===== src/rtl/blc_line_tx.sv =====
// Line transmitter for the black-level-correction receiver: frames upstream active pixels with
// a lead pixel, left/right optical-black runs carrying offset plus masked LFSR noise, and a trailer.
module blc_line_tx #(
   parameter int unsigned DATA_WIDTH = 8,
   parameter int unsigned BPN_L      = 100,
   parameter int unsigned READ_PIXEL = 16,
   parameter int unsigned BPN_R      = 100,
   parameter int unsigned GAP_CYCLES = 32,
   parameter logic [15:0] LFSR_SEED  = 16'hACE1
) (
   input  logic                  clk,
   input  logic                  rst_n,
   input  logic                  en,
   input  logic [DATA_WIDTH-1:0] black_level,
   input  logic [DATA_WIDTH-1:0] noise_mask,
   input  logic                  a_valid,
   output logic                  a_ready,
   input  logic [DATA_WIDTH-1:0] a_data,
   input  logic                  blc_ready,
   output logic                  o_valid,
   output logic [DATA_WIDTH-1:0] o_data,
   output logic                  line_done,
   output logic                  busy,
   output logic [15:0]           line_cnt
);

   typedef enum logic [2:0] {
      StIdle,
      StLead,
      StBlackL,
      StActive,
      StBlackR,
      StTrail,
      StGap
   } state_e;

   localparam int unsigned CW = 16;
   localparam logic [CW-1:0] LastL   = CW'(BPN_L - 1);
   localparam logic [CW-1:0] LastAct = CW'(READ_PIXEL - 1);
   localparam logic [CW-1:0] LastR   = CW'(BPN_R - 1);
   localparam logic [CW-1:0] LastGap = CW'(GAP_CYCLES - 1);

   state_e                state_q, state_d;
   logic [CW-1:0]         cnt_q, cnt_d;
   logic [15:0]           lfsr_q, lfsr_d;
   logic                  o_valid_q, o_valid_d;
   logic [DATA_WIDTH-1:0] o_data_q, o_data_d;
   logic                  line_done_q, line_done_d;
   logic [15:0]           line_cnt_q, line_cnt_d;

   logic [DATA_WIDTH:0]   black_sum;
   logic [DATA_WIDTH:0]   active_sum;
   logic [DATA_WIDTH-1:0] black_pix;
   logic [DATA_WIDTH-1:0] active_pix;
   logic [15:0]           lfsr_next;

   // Sums are one bit wider so the carry drives saturation to all-ones.
   assign black_sum  = {1'b0, black_level} + {1'b0, lfsr_q[DATA_WIDTH-1:0] & noise_mask};
   assign active_sum = {1'b0, a_data} + {1'b0, black_level};
   assign black_pix  = black_sum[DATA_WIDTH] ? '1 : black_sum[DATA_WIDTH-1:0];
   assign active_pix = active_sum[DATA_WIDTH] ? '1 : active_sum[DATA_WIDTH-1:0];

   // x^16 + x^14 + x^13 + x^11 + 1, shifting left with feedback into bit 0.
   assign lfsr_next = {lfsr_q[14:0], lfsr_q[15] ^ lfsr_q[13] ^ lfsr_q[12] ^ lfsr_q[10]};

   always_ff @(posedge clk or negedge rst_n) begin
      if (!rst_n) begin
         state_q     <= StIdle;
         cnt_q       <= '0;
         lfsr_q      <= LFSR_SEED;
         o_valid_q   <= 1'b0;
         o_data_q    <= '0;
         line_done_q <= 1'b0;
         line_cnt_q  <= '0;
      end else begin
         state_q     <= state_d;
         cnt_q       <= cnt_d;
         lfsr_q      <= lfsr_d;
         o_valid_q   <= o_valid_d;
         o_data_q    <= o_data_d;
         line_done_q <= line_done_d;
         line_cnt_q  <= line_cnt_d;
      end
   end

   // Each state decides the pixel that appears on the output one cycle later; the lead pixel
   // is therefore decided in IDLE and is on the bus while the FSM sits in LEAD.
   always_comb begin
      state_d     = state_q;
      cnt_d       = cnt_q;
      lfsr_d      = lfsr_q;
      o_valid_d   = 1'b0;
      o_data_d    = '0;
      line_done_d = 1'b0;
      line_cnt_d  = line_cnt_q;
      unique case (state_q)
         StIdle: begin
            if (en && blc_ready) begin
               o_valid_d = 1'b1;
               state_d   = StLead;
            end
         end
         StLead, StBlackL: begin
            o_valid_d = 1'b1;
            o_data_d  = black_pix;
            lfsr_d    = lfsr_next;
            if (cnt_q == LastL) begin
               state_d = StActive;
               cnt_d   = '0;
            end else begin
               state_d = StBlackL;
               cnt_d   = cnt_q + 1'b1;
            end
         end
         StActive: begin
            if (a_valid) begin
               o_valid_d = 1'b1;
               o_data_d  = active_pix;
               if (cnt_q == LastAct) begin
                  state_d = StBlackR;
                  cnt_d   = '0;
               end else begin
                  cnt_d = cnt_q + 1'b1;
               end
            end
         end
         StBlackR: begin
            o_valid_d = 1'b1;
            o_data_d  = black_pix;
            lfsr_d    = lfsr_next;
            if (cnt_q == LastR) begin
               state_d = StTrail;
               cnt_d   = '0;
            end else begin
               cnt_d = cnt_q + 1'b1;
            end
         end
         StTrail: begin
            o_valid_d = 1'b1;
            state_d   = StGap;
            cnt_d     = '0;
         end
         StGap: begin
            // First GAP cycle is the one where the trailer is on the bus.
            if (cnt_q == '0) begin
               line_done_d = 1'b1;
               line_cnt_d  = line_cnt_q + 1'b1;
            end
            if (cnt_q == LastGap) begin
               state_d = StIdle;
               cnt_d   = '0;
            end else begin
               cnt_d = cnt_q + 1'b1;
            end
         end
         default: begin
            state_d = StIdle;
            cnt_d   = '0;
         end
      endcase
   end

   assign a_ready   = (state_q == StActive);
   assign busy      = (state_q != StIdle);
   assign o_valid   = o_valid_q;
   assign o_data    = o_data_q;
   assign line_done = line_done_q;
   assign line_cnt  = line_cnt_q;

endmodule


===== config.mk =====
export PLATFORM = sky130hd
export DESIGN_NAME = blc_line_tx
export DESIGN_NICKNAME = d
export VERILOG_FILES = /design/src/rtl/blc_line_tx.sv
export SDC_FILE = /design/constraint.sdc
export NUM_CORES = 1
export LEC_CHECK = 0
export ABC_AREA = 0
export CAP_MARGIN = 20
export CORE_MARGIN = 4
export CORE_UTILIZATION = 55
export DETAILED_ROUTE_END_ITERATION = 10
export PLACE_DENSITY = 0.82
export SYNTH_ARGS = -nofsm -noshare
export SYNTH_HDL_FRONTEND = slang
export SYNTH_SLANG_ARGS = --single-unit

===== constraint.sdc =====
create_clock -name clk -period 6.5 [get_ports clk]
set_input_delay 1.95 -clock clk [delete_from_list [all_inputs] [get_ports clk]]
set_output_delay 1.95 -clock clk [all_outputs]
set_load 0.01 [all_outputs]

==> results.py, run 1 <==
metrics = {
    "power_and_ir_drop": {
        "power_density_nw_per_um2": 179.2,
        "leakagePower_nw": 1.900,
        "power_uw": 792.4,
        "ir_drop_mv": 0.1535,
    },
    "floorplan": {
        "core.rowCount": 29,
        "dieWidth_um": 88.85,
        "fp.dieH_um": 88.85,
        "die_area_um2": 7893,
        "io_pins": 57,
        "fp.coreArea_um2": 6350,
        "start_util_pct": 56.61,
    },
    "critical_path": {
        "rr_worst_depth": 6,
        "crit_path_end": "o_data[5]",
        "worstSetupEndpointType": "flop",
        "start_kind": "primary input",
        "timing.rr.start": "cnt_q[11]",
        "ff2ff_setup_slack_ns": 3.74,
        "crit_path_max_fanout": 6,
        "crit_type": "in -> reg",
        "crit_arrival_ns": 4.46,
        "required_ns": 6.70,
        "r2r-end": "cnt_q[0]",
        "cp-startpoint": "noise_mask[0]",
    },
    "final_layout": {
        "drive_gt1_share_pct": 11.29,
        "diodes": 0,
        "syn_to_final_growth_pct": 23.04,
        "nNetsFinal": 479,
    },
    "cts": {
        "post-cts-setup-buffer-count": 0,
        "cts.path.max_buffers": 2,
        "cts_sinks": 61,
        "htree_levels": 3,
        "ctsResizeCount": 0,
        "holdBufCountCts": 0,
        "cts_root_buf": "clkbuf_8",
        "clkTransAtPathRegs_ns": 0.07,
        "cts_tree": "done",
        "cts_buffers": 9,
        "clkLatencyLatePin_ns": 0.34,
    },
    "detailed_routing": {
        "vias": 2967,
        "wire_per_inst_um": 15.46,
        "dr.pass1.iters": 5,
        "ant_nets": 0,
        "wl_mm": 7.898,
        "route.detailed.drc": 0,
        "first_iter_violations": 167,
        "via_per_inst": 5.806,
    },
    "yosys": {
        "yosys_register_bits": 61,
        "ys_seq_area_share_pct": 42.74,
        "synth_nets": 420,
        "synth_flop_cell": "dfrtp_1",
        "ys_warn_count": 0,
        "synthCells": 370,
        "netlist-cell-type-count": 50,
        "syn_avg_cell_area_um2": 9.715,
        "synth_edf_count": 0,
        "synth-async-reset-ratio_pct": 100.0,
        "synth.cell_area_um2": 3595,
    },
    "placed_design": {
        "dp_hpwl_mm": 5.741,
        "globalplace.congestion": 0.8261,
        "portBuffers": 56,
    },
    "sta": {
        "setup_viol": 0,
        "fmax_ghz": 0.2349,
        "clock-skew-final_ns": 0.008702,
        "fin_crit_sh_pct": 65.50,
        "rsz0062_at_grt": "false",
        "tns_ns": 0,
        "slew_headroom_pct": 40.85,
        "fin_crit_ns": 4.258,
        "slew_viol_final": 0,
        "hold_slack_ns": 0.4862,
        "hold_viol_final": 0,
        "worst_slew_pin_slew_ns": 0.8791,
    },
    "grt": {
        "grt_overflow": 0,
        "grt_pass1_wl_mm": 13.24,
        "grt_usage_pct": 21.63,
        "grt_pass1_vias": 2812,
        "grt_max_degree": 62,
        "grt_antenna_before_repair": 0,
    },
    "flow_run": {
        "max_cap_violations": 0,
    },
    "outcome": {
        "status": "finished clean",
    },
    "hold_path": {
        "worstHoldPathType": "reg -> reg",
    },
}
[final cells by class]
cell class / count / area (µm²)
clock inverters: 4 / 47.55
fillers: 474 / 1927
clock buffers: 12 / 145.1
flip-flops and latches: 61 / 1536
multi-input cells: 287 / 1974
well taps: 77 / 96.34
repair buffers: 58 / 578.1
inverters: 12 / 45.04
[per-layer routing]
layer / vias up / share of wire (%) / track usage [%]
met2: 76 / 50 / 35.96
met5: - / 0 / 0
li1: 1458 / - / -
met4: 0 / 2.1 / 7.005
met1: 1418 / 43 / 27.44
met3: 15 / 4.8 / 5.773
[cells in the mapped netlist, types with 2 or more instances]
library cell | number | area (µm²)
xor2_1 | 9 | 78.83
a21oi_1 | 13 | 65.06
o22ai_1 | 10 | 62.56
dfstp_2 | 8 | 210.2
ha_1 | 19 | 237.7
nand2_1 | 21 | 78.83
mux2_2 | 17 | 191.4
nor2b_1 | 4 | 25.02
o211ai_1 | 2 | 15.01
and3_1 | 5 | 31.28
a211oi_1 | 4 | 30.03
nor2_1 | 43 | 161.4
a22o_1 | 11 | 96.34
and2_1 | 10 | 62.56
o21bai_1 | 4 | 30.03
a21o_1 | 3 | 22.52
o21ai_1 | 8 | 40.04
clkbuf_1 | 8 | 30.03
inv_1 | 12 | 45.04
nand2b_1 | 2 | 12.51
nor3_1 | 12 | 60.06
nand3_1 | 18 | 90.09
nand4_1 | 9 | 56.30
fa_1 | 2 | 40.04
and4_1 | 2 | 17.52
o21ai_0 | 11 | 55.05
xnor2_1 | 21 | 183.9
nor4_1 | 6 | 37.54
dfrtp_1 | 53 | 1326
o21a_1 | 2 | 15.01
o32ai_1 | 2 | 17.52
[cell usage in the layout, fill, tap and decap left out, types with 2 or more instances in the layout]
cell,instances
o21ai_1,7
clkdlybuf4s50_1,55
nand3_1,18
and4_1,2
nand2_1,21
o21ai_0,11
fa_1,2
o32ai_1,2
nand4_1,9
ha_1,19
a21oi_1,13
clkbuf_1,2
clkbuf_8,10
mux2_2,17
a21o_1,3
o211ai_1,2
a22o_1,11
dfrtp_1,53
o21bai_1,4
dfstp_2,8
and2_1,10
o22ai_1,10
nor3_1,12
o21a_1,2
inv_1,12
and3_1,5
nand2b_1,2
xor2_1,9
clkinv_2,2
a211oi_1,4
nor4_1,6
nor2b_1,4
nor2_1,43
xnor2_1,21
[through the flow]
step	area (µm²)	util (%)	worst slack [ns]	std cells
6_report	4423	69.66	2.242	511
5_1_grt	4423	69.66	2.139	511
4_1_cts	4408	69.42	2.215	510
3_5_place_dp	4215	66.38	1.885	494
3_3_place_gp	4215	66.38	1.963	494
2_1_floorplan	3595	-	2.532	370
[worst max-delay path: stages]
cell,delay [ns]
clkdlybuf4s50_1,0.39
and2_1,0.13
ha_1,0.21
fa_1,0.44
a211oi_1,0.23
o21bai_1,0.15
a2111oi_0,0.42
a21oi_1,0.18
o21ba_2,0.28
o22ai_1,0.08
[how the worst min path moves through the flow]
stage,startpoint,endpoint,slack (ns),cells past startpoint
finish,line_cnt[15],line_cnt[15],0.49,1
CTS,line_cnt[15],line_cnt[15],0.49,1
floorplan,lfsr_q[0],lfsr_q[0],0.46,2
global placement,line_cnt[15],line_cnt[15],0.46,1
detailed placement,line_cnt[15],line_cnt[15],0.48,1
global route,line_cnt[15],line_cnt[15],0.51,1
[cells by family (layout without fill, tap and decap cells)]
family	Yosys count	in the layout	share of synthesized area [%]
compound gates	78	78	14.41
xor+xnor	30	30	7.310
flops	61	61	42.74
mux	17	17	5.325
buf+inv	22	86	2.436
simple gates	141	141	20.05
fa+ha+maj	21	21	7.727
[where the power goes]
group | internal, mW | total, mW | switching, mW
Combinational | 0.0384 | 0.0777 | 0.0393
Clock | 0.186 | 0.331 | 0.145
Sequential | 0.382 | 0.383 | 0.000854
Total | 0.607 | 0.792 | 0.185
[registers in the layout, summed over array words and instances (netlist names)]
name	cells
o_data	8
line_cnt	16
o_valid	1
cnt_q	16
line_done	1
lfsr_q	16
state_q	3
No activity file was read; power rests on OpenSTA's default activity.
==> inputs of run 2 (changes only) <==
CORE_UTILIZATION = 49   (was 55)
PLACE_DENSITY = 0.77   (was 0.82)
clock period = 3.5 ns   (was 6.5 ns; I/O delays follow)
==> run 2 against run 1 <==
  * Non-clock buffer count is 7 higher
  * Clock-buffer cell count shrank 3
  * Setup slack worse by 2.0 ns
  * Clock skew rose by 0.0030 ns
  * Combinational power grew 88%
  * Clock power is 88% higher
  * Final area rose by 1.7%
  * Die area up 11%
  * Total power grew 87%
  * First-iteration DRC count shrank 17%
  * Critical path depth is 1 higher
  * Wire length increased by 1.5%
==> results.py, run 2 (synthesis gave the netlist of run 1 again) <==
metrics = {
    "critical_path": {
        "crit_path_max_fanout": 5,
        "cpPeakStageDelay_ns": 0.42,
        "crit_type": "in -> reg",
        "crit_arrival_ns": 3.45,
        "crit_path_cell_trace": "clkdlybuf4s50_1 > and2_1 > ha_1 > fa_1 > a211oi_1 > o21bai_1 > a2111oi_1 > a21oi_1 > buf_4 > nor2_1 > o22ai_1",
        "required_ns": 3.71,
        "worst-path-buf-inv": 2,
        "crit_slowest_cell": "clkdlybuf4s50_1",
        "worstSetupEndpointType": "flop",
        "crit_family": "compound AO/OA/AOI/OAI gates",
        "start_kind": "primary input",
    },
    "power_and_ir_drop": {
        "ir_drop_mv": 0.2830,
        "power_density_nw_per_um2": 329.0,
        "p_int_mw": 1.113,
        "swShare_pct": 24.78,
        "leakagePower_nw": 1.937,
        "p_sw_uw": 366.7,
        "seqPwrFrac_pct": 48.1,
        "p_clk_share_pct": 42.1,
        "combPwrFrac_pct": 9.9,
    },
    "cts": {
        "htree_levels": 3,
        "cts_sinks": 61,
        "clkLatencyLatePin_ns": 0.34,
        "cts_root_buf": "clkbuf_8",
        "cts_buffers": 9,
        "cts_tree": "done",
        "clkTransAtPathRegs_ns": 0.08,
        "cts.path.max_buffers": 2,
        "holdBufCountCts": 0,
    },
    "final_layout": {
        "final_core_util_pct": 64.77,
        "final_common_cell": "clkdlybuf4s50_1",
        "syn_to_final_growth_pct": 25.13,
        "layout.cells.non_filler": 537,
        "final_cell_mix": "55 x clkdlybuf4s50_1, 53 x dfrtp_1, 43 x nor2_1",
        "nNetsFinal": 486,
        "diodes": 0,
        "drive_gt1_share_pct": 13.15,
    },
    "sta": {
        "fin_crit_sh_pct": 92.61,
        "fmax_ghz": 0.3085,
        "setup_viol": 0,
        "slew_viol_final": 0,
        "fin_crit_ns": 3.241,
        "slew_headroom_pct": 52.27,
        "rsz0062_at_grt": "false",
        "hold_viol_final": 0,
        "tns_ns": 0,
        "worst_slew_pin_slew_ns": 0.7133,
        "clock-skew-final_ns": 0.01169,
    },
    "detailed_routing": {
        "first_iter_violations": 138,
        "wl_mm": 8.017,
        "route.detailed.drc": 0,
        "dr.pass1.iters": 5,
        "wire_per_inst_um": 14.93,
        "ant_nets": 0,
        "vias": 3012,
        "via_per_inst": 5.609,
    },
    "grt": {
        "grt_max_degree": 31,
        "grt_pass1_wl_mm": 13.79,
        "grt_pass1_vias": 3047,
        "grt_overflow": 0,
        "grt_antenna_before_repair": 0,
        "grt_usage_pct": 19.74,
    },
    "floorplan": {
        "die_area_um2": 8770,
        "fp.coreArea_um2": 6944,
        "fp.dieH_um": 93.65,
        "core.rowCount": 30,
        "io_pins": 57,
        "dieWidth_um": 93.65,
        "start_util_pct": 51.77,
    },
    "outcome": {
        "status": "finished clean",
    },
    "placed_design": {
        "globalplace.congestion": 0.9165,
        "post-place-cells": 521,
        "dp_hpwl_mm": 6.074,
        "portBuffers": 56,
    },
    "flow_run": {
        "max_cap_violations": 0,
    },
    "hold_path": {
        "worstHoldPathType": "reg -> reg",
    },
}
==> run 2: area by class of cell <==
| class | instances | area [µm²] |
|---|---|---|
| repair buffers | 65 | 623.1 |
| inverters | 12 | 45.04 |
| clock buffers | 9 | 123.9 |
| multi-input cells | 287 | 1976 |
| flip-flops and latches | 61 | 1536 |
| clock inverters | 7 | 73.82 |
| well taps | 96 | 120.1 |
| fillers | 581 | 2446 |
==> run 2: routing by layer <==
metal / share of wire, % / up-vias / global-route usage, %
li1: - / 1472 / -
met1: 45 / 1460 / 24.94
met2: 50 / 72 / 33.17
met3: 4.6 / 8 / 5.208
met4: 0.86 / 0 / 6.017
met5: 0 / - / 0
==> run 2: final timing paths <==
path                               start      endpoint  slack [ns]  depth (start not counted)
max                        noise_mask[0]     o_data[2]        0.26                         11
min                         line_cnt[15]  line_cnt[15]        0.47                          1
max reg2reg                    lfsr_q[0]     o_data[2]        1.00                         10
min reg2reg                 line_cnt[15]  line_cnt[15]        0.47                          1
max in group asynchronous          rst_n     lfsr_q[0]        1.97                          2
min in group asynchronous          rst_n      cnt_q[9]        0.76                          1
==> run 2: power groups by stage <==
stage                     clock (mW)  sequential [mW]  combinational, mW
final                          0.622            0.711              0.146
after global routing           0.672            0.712              0.161
after CTS                      0.641            0.711              0.147
after detailed placement           0            0.725              0.146
after global placement             0            0.725              0.144
after floorplan                    0            0.727             0.0668
==> run 2: repair_timing <==
action,4_1_cts,5_1_grt
endpoints found under the setup margin,0,1
gates resized for setup,0,1
buffers inserted,0,0
==> run 2: per-stage QoR <==
stage	setup slack, ns	power [mW]	hold WS, ns	instance area, µm²
global placement	-0.02095	0.8687	0.4604	4299
finish	0.2585	1.480	0.4712	4498
detailed placement	-0.08729	0.8710	0.4675	4299
global route	0.01431	1.545	0.5069	4498
CTS	0.2644	1.499	0.4779	4497
floorplan	0.4317	0.7940	0.4604	3595
